===== src/rtl/mc_main_ctrl_pkg.sv =====
// mips_ctrl_pkg: shared encodings for the multi-cycle MIPS main controller.
// Holds the opcode and funct constants decoded by the control FSM, the
// alu_op codes consumed by aluCtrl, and the 4-bit controller state type.
package mips_ctrl_pkg;

    // instruction[31:26]
    localparam logic [5:0] OP_R        = 6'b000000;
    localparam logic [5:0] OP_SPECIAL2 = 6'b011100;
    localparam logic [5:0] OP_LW       = 6'b100011;
    localparam logic [5:0] OP_SW       = 6'b101011;
    localparam logic [5:0] OP_ADDI     = 6'b001000;
    localparam logic [5:0] OP_BEQ      = 6'b000100;
    localparam logic [5:0] OP_J        = 6'b000010;

    // instruction[5:0] under SPECIAL2
    localparam logic [5:0] FN_CLZ = 6'b100000;
    localparam logic [5:0] FN_CLO = 6'b100001;

    // alu_op codes for aluCtrl
    localparam logic [5:0] ALU_RTYPE = 6'b000000;
    localparam logic [5:0] ALU_CLX   = 6'b000001;
    localparam logic [5:0] ALU_ADD   = 6'b000010;
    localparam logic [5:0] ALU_SUB   = 6'b000011;

    typedef enum logic [3:0] {
        ST_RESET    = 4'd0,
        ST_FETCH    = 4'd1,
        ST_DECODE   = 4'd2,
        ST_R_EXEC   = 4'd3,
        ST_R_WB     = 4'd4,
        ST_MEM_ADDR = 4'd5,
        ST_MEM_RD   = 4'd6,
        ST_MEM_WB   = 4'd7,
        ST_MEM_WR   = 4'd8,
        ST_I_EXEC   = 4'd9,
        ST_I_WB     = 4'd10,
        ST_BRANCH   = 4'd11,
        ST_JUMP     = 4'd12,
        ST_ILLEGAL  = 4'd13
    } state_e;

endpackage


===== src/rtl/mc_main_ctrl_if.sv =====
// mc_main_ctrl_if: ready-handshaked memory port of the main controller.
//   mem_read / mem_write : request, held until the edge where mem_ready=1
//   i_or_d               : 0 = address from PC, 1 = address from ALUOut
//   mem_ready            : memory completes the current access this edge
// master = controller side, slave = memory side.
interface mc_main_ctrl_if;
    logic mem_read;
    logic mem_write;
    logic i_or_d;
    logic mem_ready;

    modport master (output mem_read, output mem_write, output i_or_d,
                    input  mem_ready);
    modport slave  (input  mem_read, input  mem_write, input  i_or_d,
                    output mem_ready);
endinterface


===== src/rtl/mc_main_ctrl.sv =====
// mc_main_ctrl: multi-cycle main control FSM for the MIPS core.
// Sequences one instruction through fetch, decode, execute, memory and
// writeback, time-multiplexing the single ALU between PC increment,
// branch-target calculation and execution.
// Ports:
//   clk, reset          : rising-edge clock, async active-high reset
//   opcode, funct       : fields from the external IR
//   mem (master)        : memory request/ready handshake and address select
//   ir_write, pc_write, pc_write_cond, pc_source : IR / PC update controls
//   alu_op, alu_src_a, alu_src_b                 : ALU operation and operands
//   reg_dst, mem_to_reg, reg_write               : register-file writeback
//   retire, illegal_op  : one-cycle end-of-instruction pulses
module mc_main_ctrl
    import mips_ctrl_pkg::*;
(
    input  logic                 clk,
    input  logic                 reset,
    input  logic [5:0]           opcode,
    input  logic [5:0]           funct,
    mc_main_ctrl_if.master       mem,
    output logic                 ir_write,
    output logic                 pc_write,
    output logic                 pc_write_cond,
    output logic [1:0]           pc_source,
    output logic [5:0]           alu_op,
    output logic                 alu_src_a,
    output logic [1:0]           alu_src_b,
    output logic                 reg_dst,
    output logic                 mem_to_reg,
    output logic                 reg_write,
    output logic                 retire,
    output logic                 illegal_op
);

    state_e state_q;
    state_e state_d;

    always_ff @(posedge clk or posedge reset) begin
        if (reset) begin
            state_q <= ST_RESET;
        end else begin
            state_q <= state_d;
        end
    end

    // Next-state logic
    always_comb begin
        state_d = state_q;
        case (state_q)
            ST_RESET:    state_d = ST_FETCH;
            ST_FETCH:    if (mem.mem_ready) state_d = ST_DECODE;
            ST_DECODE: begin
                case (opcode)
                    OP_R:        state_d = ST_R_EXEC;
                    OP_SPECIAL2: state_d = (funct == FN_CLZ || funct == FN_CLO)
                                           ? ST_R_EXEC : ST_ILLEGAL;
                    OP_LW,
                    OP_SW:       state_d = ST_MEM_ADDR;
                    OP_ADDI:     state_d = ST_I_EXEC;
                    OP_BEQ:      state_d = ST_BRANCH;
                    OP_J:        state_d = ST_JUMP;
                    default:     state_d = ST_ILLEGAL;
                endcase
            end
            ST_R_EXEC:   state_d = ST_R_WB;
            // Only LW and SW reach MEM_ADDR, so one compare selects the path.
            ST_MEM_ADDR: state_d = (opcode == OP_LW) ? ST_MEM_RD : ST_MEM_WR;
            ST_MEM_RD:   if (mem.mem_ready) state_d = ST_MEM_WB;
            ST_MEM_WR:   if (mem.mem_ready) state_d = ST_FETCH;
            ST_I_EXEC:   state_d = ST_I_WB;
            ST_R_WB,
            ST_MEM_WB,
            ST_I_WB,
            ST_BRANCH,
            ST_JUMP,
            ST_ILLEGAL:  state_d = ST_FETCH;
            default:     state_d = ST_FETCH;
        endcase
    end

    // Output decode from the state register; mem_ready only qualifies the
    // IR/PC load in FETCH and the retire pulse in MEM_WR.
    always_comb begin
        mem.mem_read  = 1'b0;
        mem.mem_write = 1'b0;
        mem.i_or_d    = 1'b0;
        ir_write      = 1'b0;
        pc_write      = 1'b0;
        pc_write_cond = 1'b0;
        pc_source     = 2'b00;
        alu_op        = ALU_RTYPE;
        alu_src_a     = 1'b0;
        alu_src_b     = 2'b00;
        reg_dst       = 1'b0;
        mem_to_reg    = 1'b0;
        reg_write     = 1'b0;
        retire        = 1'b0;
        illegal_op    = 1'b0;
        case (state_q)
            ST_FETCH: begin
                mem.mem_read = 1'b1;
                alu_src_b    = 2'b01;
                alu_op       = ALU_ADD;
                ir_write     = mem.mem_ready;
                pc_write     = mem.mem_ready;
            end
            ST_DECODE: begin
                alu_src_b = 2'b11;
                alu_op    = ALU_ADD;
            end
            ST_R_EXEC: begin
                alu_src_a = 1'b1;
                alu_op    = (opcode == OP_SPECIAL2) ? ALU_CLX : ALU_RTYPE;
            end
            ST_R_WB: begin
                reg_dst   = 1'b1;
                reg_write = 1'b1;
                retire    = 1'b1;
            end
            ST_MEM_ADDR,
            ST_I_EXEC: begin
                alu_src_a = 1'b1;
                alu_src_b = 2'b10;
                alu_op    = ALU_ADD;
            end
            ST_MEM_RD: begin
                mem.mem_read = 1'b1;
                mem.i_or_d   = 1'b1;
            end
            ST_MEM_WB: begin
                mem_to_reg = 1'b1;
                reg_write  = 1'b1;
                retire     = 1'b1;
            end
            ST_MEM_WR: begin
                mem.mem_write = 1'b1;
                mem.i_or_d    = 1'b1;
                retire        = mem.mem_ready;
            end
            ST_I_WB: begin
                reg_write = 1'b1;
                retire    = 1'b1;
            end
            ST_BRANCH: begin
                alu_src_a     = 1'b1;
                alu_op        = ALU_SUB;
                pc_write_cond = 1'b1;
                pc_source     = 2'b01;
                retire        = 1'b1;
            end
            ST_JUMP: begin
                pc_write  = 1'b1;
                pc_source = 2'b10;
                retire    = 1'b1;
            end
            ST_ILLEGAL: begin
                illegal_op = 1'b1;
            end
            default: begin
            end
        endcase
    end

endmodule


===== src/flat_wrapper.sv =====
// flat-port wrapper written by rule: the top's interface ports become plain ports
module mc_main_ctrl_flat import mips_ctrl_pkg::*;
  (clk, reset, opcode, funct, ir_write, pc_write, pc_write_cond, pc_source, alu_op, alu_src_a, alu_src_b, reg_dst, mem_to_reg, reg_write, retire, illegal_op, mem_mem_read, mem_mem_write, mem_i_or_d, mem_mem_ready);
  mc_main_ctrl_if mem_i ();
  input  logic clk;
  input  logic reset;
  input  logic [5:0] opcode;
  input  logic [5:0] funct;
  output logic ir_write;
  output logic pc_write;
  output logic pc_write_cond;
  output logic [1:0] pc_source;
  output logic [5:0] alu_op;
  output logic alu_src_a;
  output logic [1:0] alu_src_b;
  output logic reg_dst;
  output logic mem_to_reg;
  output logic reg_write;
  output logic retire;
  output logic illegal_op;
  output wire logic [$bits(mem_i.mem_read)-1:0] mem_mem_read;
  output wire logic [$bits(mem_i.mem_write)-1:0] mem_mem_write;
  output wire logic [$bits(mem_i.i_or_d)-1:0] mem_i_or_d;
  input wire logic [$bits(mem_i.mem_ready)-1:0] mem_mem_ready;
  assign mem_mem_read = mem_i.mem_read;
  assign mem_mem_write = mem_i.mem_write;
  assign mem_i_or_d = mem_i.i_or_d;
  assign mem_i.mem_ready = mem_mem_ready;
  mc_main_ctrl u_core (.clk(clk), .reset(reset), .opcode(opcode), .funct(funct), .mem(mem_i), .ir_write(ir_write), .pc_write(pc_write), .pc_write_cond(pc_write_cond), .pc_source(pc_source), .alu_op(alu_op), .alu_src_a(alu_src_a), .alu_src_b(alu_src_b), .reg_dst(reg_dst), .mem_to_reg(mem_to_reg), .reg_write(reg_write), .retire(retire), .illegal_op(illegal_op));
endmodule

===== config.mk =====
export PLATFORM = sky130hd
export DESIGN_NAME = mc_main_ctrl_flat
export DESIGN_NICKNAME = d
export VERILOG_FILES = /design/src/rtl/mc_main_ctrl_pkg.sv /design/src/rtl/mc_main_ctrl_if.sv /design/src/rtl/mc_main_ctrl.sv /design/src/flat_wrapper.sv
export SDC_FILE = /design/constraint.sdc
export NUM_CORES = 1
export LEC_CHECK = 0
export ABC_CLOCK_PERIOD_IN_PS = 4200
export CORE_UTILIZATION = 41
export CTS_CLUSTER_SIZE = 8
export DETAILED_ROUTE_END_ITERATION = 12
export GPL_TIMING_DRIVEN = 0
export PLACE_DENSITY = 0.87
export SYNTH_ARGS = -nofsm -noshare
export SYNTH_HDL_FRONTEND = slang
export SYNTH_SLANG_ARGS = --single-unit

===== constraint.sdc =====
create_clock -name clk -period 4.2 [get_ports clk]
set_clock_uncertainty 0.1 [all_clocks]
set_input_delay 0.84 -clock clk [delete_from_list [all_inputs] [get_ports clk]]
set_output_delay 0.84 -clock clk [all_outputs]
set_load 0.1 [all_outputs]

==> run_results.csv <==
group,metric,value,unit
job,max_cap_violation_count,0,
sta,fin_crit,4.083,ns
worst_hold_path,hold_class,"reg2reg",
clock_network,worst_setup_hold_path_clk_slew,0.04,ns
floorplanning,std_cell_rows,14,
finish,reg_top3,"u_core.state_q x4",
critical_path,worst_path_largest_cell_delay,1.16,ns
routing,drc,0,
status,outcome,"completed",
logic_synthesis,ys_seq_elements,4,
logic_synthesis,predominant_post_synthesis_flop_cell,"dfrtp_1",
critical_path,critPathArrivalTime,3.14,ns
sta,slew-limit-headroom,33.95,%
routing,detailedRoute.firstIterationViolations,31,
placement,place_worst_setup_slack,0.1488,ns
floorplanning,io-pin-count,37,
placement,post-place-cells,154,
finish,drive_gt1_share,15.60,%
critical_path,cp_num_buf_inv,2,
critical_path,worstSetupStartpoint,"mem_mem_ready",
logic_synthesis,synth-warning-count,0,
grt,pin_count_of_the_biggest_net_entering_global_routing,11,
critical_path,worstSetupEndpointType,"output pin",
finish,layout.cells.most_common_list,"clkdlybuf4s50_1 (31), nor2_1 (14), a21oi_1 (9)",
clock_network,cts.sinks,4,
grt,globalRouteTotalUtil,22.32,%
critical_path,crit_fanout,6,
logic_synthesis,mappedNetlistArea,675.6,µm²
routing,detail_route.wirelength,1.965,mm
finish,largest_register_ffs,4,
clock_network,cts_buffers,3,
grt,global_route.overflow_total,0,
sta,final-setup-viol-count,0,
critical_path,timing.critical_path.to,"retire",
clock_network,clock_tree.buffer_depth,2,
sta,timing.setup.tns,0,ns
floorplanning,core_area,1524,µm²
grt,number_of_global_route_vias_before_repair,799,
grt,grt_pass1_wl,3.146,mm
critical_path,required,3.26,ns
critical_path,reg2reg_to,"u_core.state_q[1]",
sta,layout_setup_ws,0.1172,ns
clock_network,clock_insertion_delay_worst_skew,0.24,ns
routing,detail_route.first_pass.iterations,4,
sta,final_min_period_over_clock_period,97.21,%
clock_network,cts_resized,0,
placement,placement.io_buffers,31,
sta,fin_worst_hold_slack,0.5673,ns
floorplanning,floorplan.die.width,42.60,µm
floorplanning,start_util,44.33,%
clock_network,cts_hold_buffers,0,
critical_path,worst_setup_path_start_kind,"primary input",
clock_network,clock_tree.root_cell,"clkbuf_4",
finish,layout_commonest_cell,"clkdlybuf4s50_1",
logic_synthesis,yosysSeqAreaShare,14.81,%
clock_network,ctsHtreeMaxLevel,1,
placement,hpwl,1.510,mm
sta,setup_repair_after_global_routing_missed_its_margin,"false",
placement,gp_weighted_congestion,0.9223,
finish,num_antenna_cells,0,
grt,grt_antenna_before_repair,0,
critical_path,r2r_slack,2.68,ns
routing,detail-route-antenna-nets,0,
logic_synthesis,synth_edf_count,0,
sta,count_of_pins_over_their_slew_limit,0,
critical_path,r2r-start,"u_core.state_q[0]",
logic_synthesis,synth_area_per_cell,6.497,µm²
logic_synthesis,synth_cell_types,41,
critical_path,worst-r2r-cell-count,6,
logic_synthesis,async_flop_share,100.0,%
finish,fill_cells,131,
routing,route.vias.total,895,
sta,max_slew.worst_pin.slew,0.9877,ns
routing,avgViaCountPerCell,5.701,
floorplanning,dieArea,1814,µm²
critical_path,critical_path.cell_chain,"clkdlybuf4s50_1 -> nor2b_1 -> o21ai_0 -> o21ai_0 -> clkdlybuf4s50_1",
routing,routedWlPerCell,12.52,µm
finish,layoutNonFillerInstCount,157,
sta,max_freq,244.9,MHz
clock_network,postCtsSetupBuffers,0,
logic_synthesis,postSynthCellCount,104,
floorplanning,die_h,42.60,µm
critical_path,critical_path.slowest_cell,"clkdlybuf4s50_1",
finish,number_of_nets_in_the_layout,158,
clock_network,cts_tree,"yes",
finish,top_register,"u_core.state_q",
critical_path,path_class,"in2out",
finish,layout-area-overhead-vs-synth,54.63,%
critical_path,cp.depth,5,
critical_path,cpLargestDelayFamily,"buffers and inverters",
sta,hold_viol_final,0,
[tightest hold or removal path: stages (launching register included)]
cell and delay, ns:
dfrtp_1 0.37, nor3_2 0.07, o211ai_1 0.11, o21ai_1 0.08
[synth_stat cells (2+ instances only)]
| master | n | area share (%) |
|---|---|---|
| a211oi_1 | 2 | 2.2 |
| inv_1 | 5 | 2.8 |
| nor3_1 | 6 | 4.4 |
| a21oi_1 | 9 | 6.7 |
| buf_2 | 4 | 3.0 |
| o21ai_1 | 3 | 2.2 |
| and3_1 | 3 | 2.8 |
| nand3_1 | 7 | 5.2 |
| nand2_1 | 8 | 4.4 |
| dfrtp_1 | 4 | 15 |
| nand4_1 | 2 | 1.9 |
| nor2_1 | 14 | 7.8 |
| buf_4 | 5 | 5.6 |
| o21ai_0 | 5 | 3.7 |
[metrics by stage]
step | area (µm²) | utilization, %
detailed placement | 1022 | 67.08
finish | 1045 | 68.55
global route | 1045 | 68.55
floorplan | 691.9 | -
CTS | 1045 | 68.55
global placement | 1022 | 67.08
[worst min path at each step]
stage / start / to / slack [ns] / depth (start not counted)
2_1_floorplan: reset / u_core.state_q[0] / 0.51 / 1
3_3_place_gp: u_core.state_q[2] / u_core.state_q[2] / 0.57 / 3
3_5_place_dp: u_core.state_q[2] / u_core.state_q[2] / 0.55 / 3
4_1_cts: u_core.state_q[2] / u_core.state_q[2] / 0.56 / 3
5_1_grt: u_core.state_q[2] / u_core.state_q[2] / 0.61 / 3
6_report: u_core.state_q[2] / u_core.state_q[2] / 0.57 / 3
[cells by family after synthesis]
family / Yosys count / share of synthesized area (%)
mux: 2 / 3.148
buf+inv: 17 / 14.07
flops: 4 / 14.82
other cells: 1 / 0.5550
simple gates: 51 / 40.37
compound gates: 27 / 24.44
xor+xnor: 2 / 2.593
[routing by layer]
layer | global-route usage, % | routed length [µm] | vias to the layer above
met4 | 10.00 | 39 | 0
met1 | 24.61 | 770 | 402
met5 | 0 | 0 | -
li1 | - | - | 436
met2 | 40.92 | 1012 | 50
met3 | 3.879 | 143 | 7
[final cells by class]
type                            count  area, µm²  share of cell area, %
Multi-Input combinational cell     86      496.7                  47.54
Timing Repair Buffer               31      310.3                  29.70
Sequential cell                     4      100.1                  9.581
Buffer                             12      76.32                  7.305
Clock buffer                        3      22.52                  2.156
Tap cell                           16      20.02                  1.916
Inverter                            5      18.77                  1.796
Power is not shown: default switching activity piles up to over one toggle a cycle in this logic, so the estimate is an artifact.
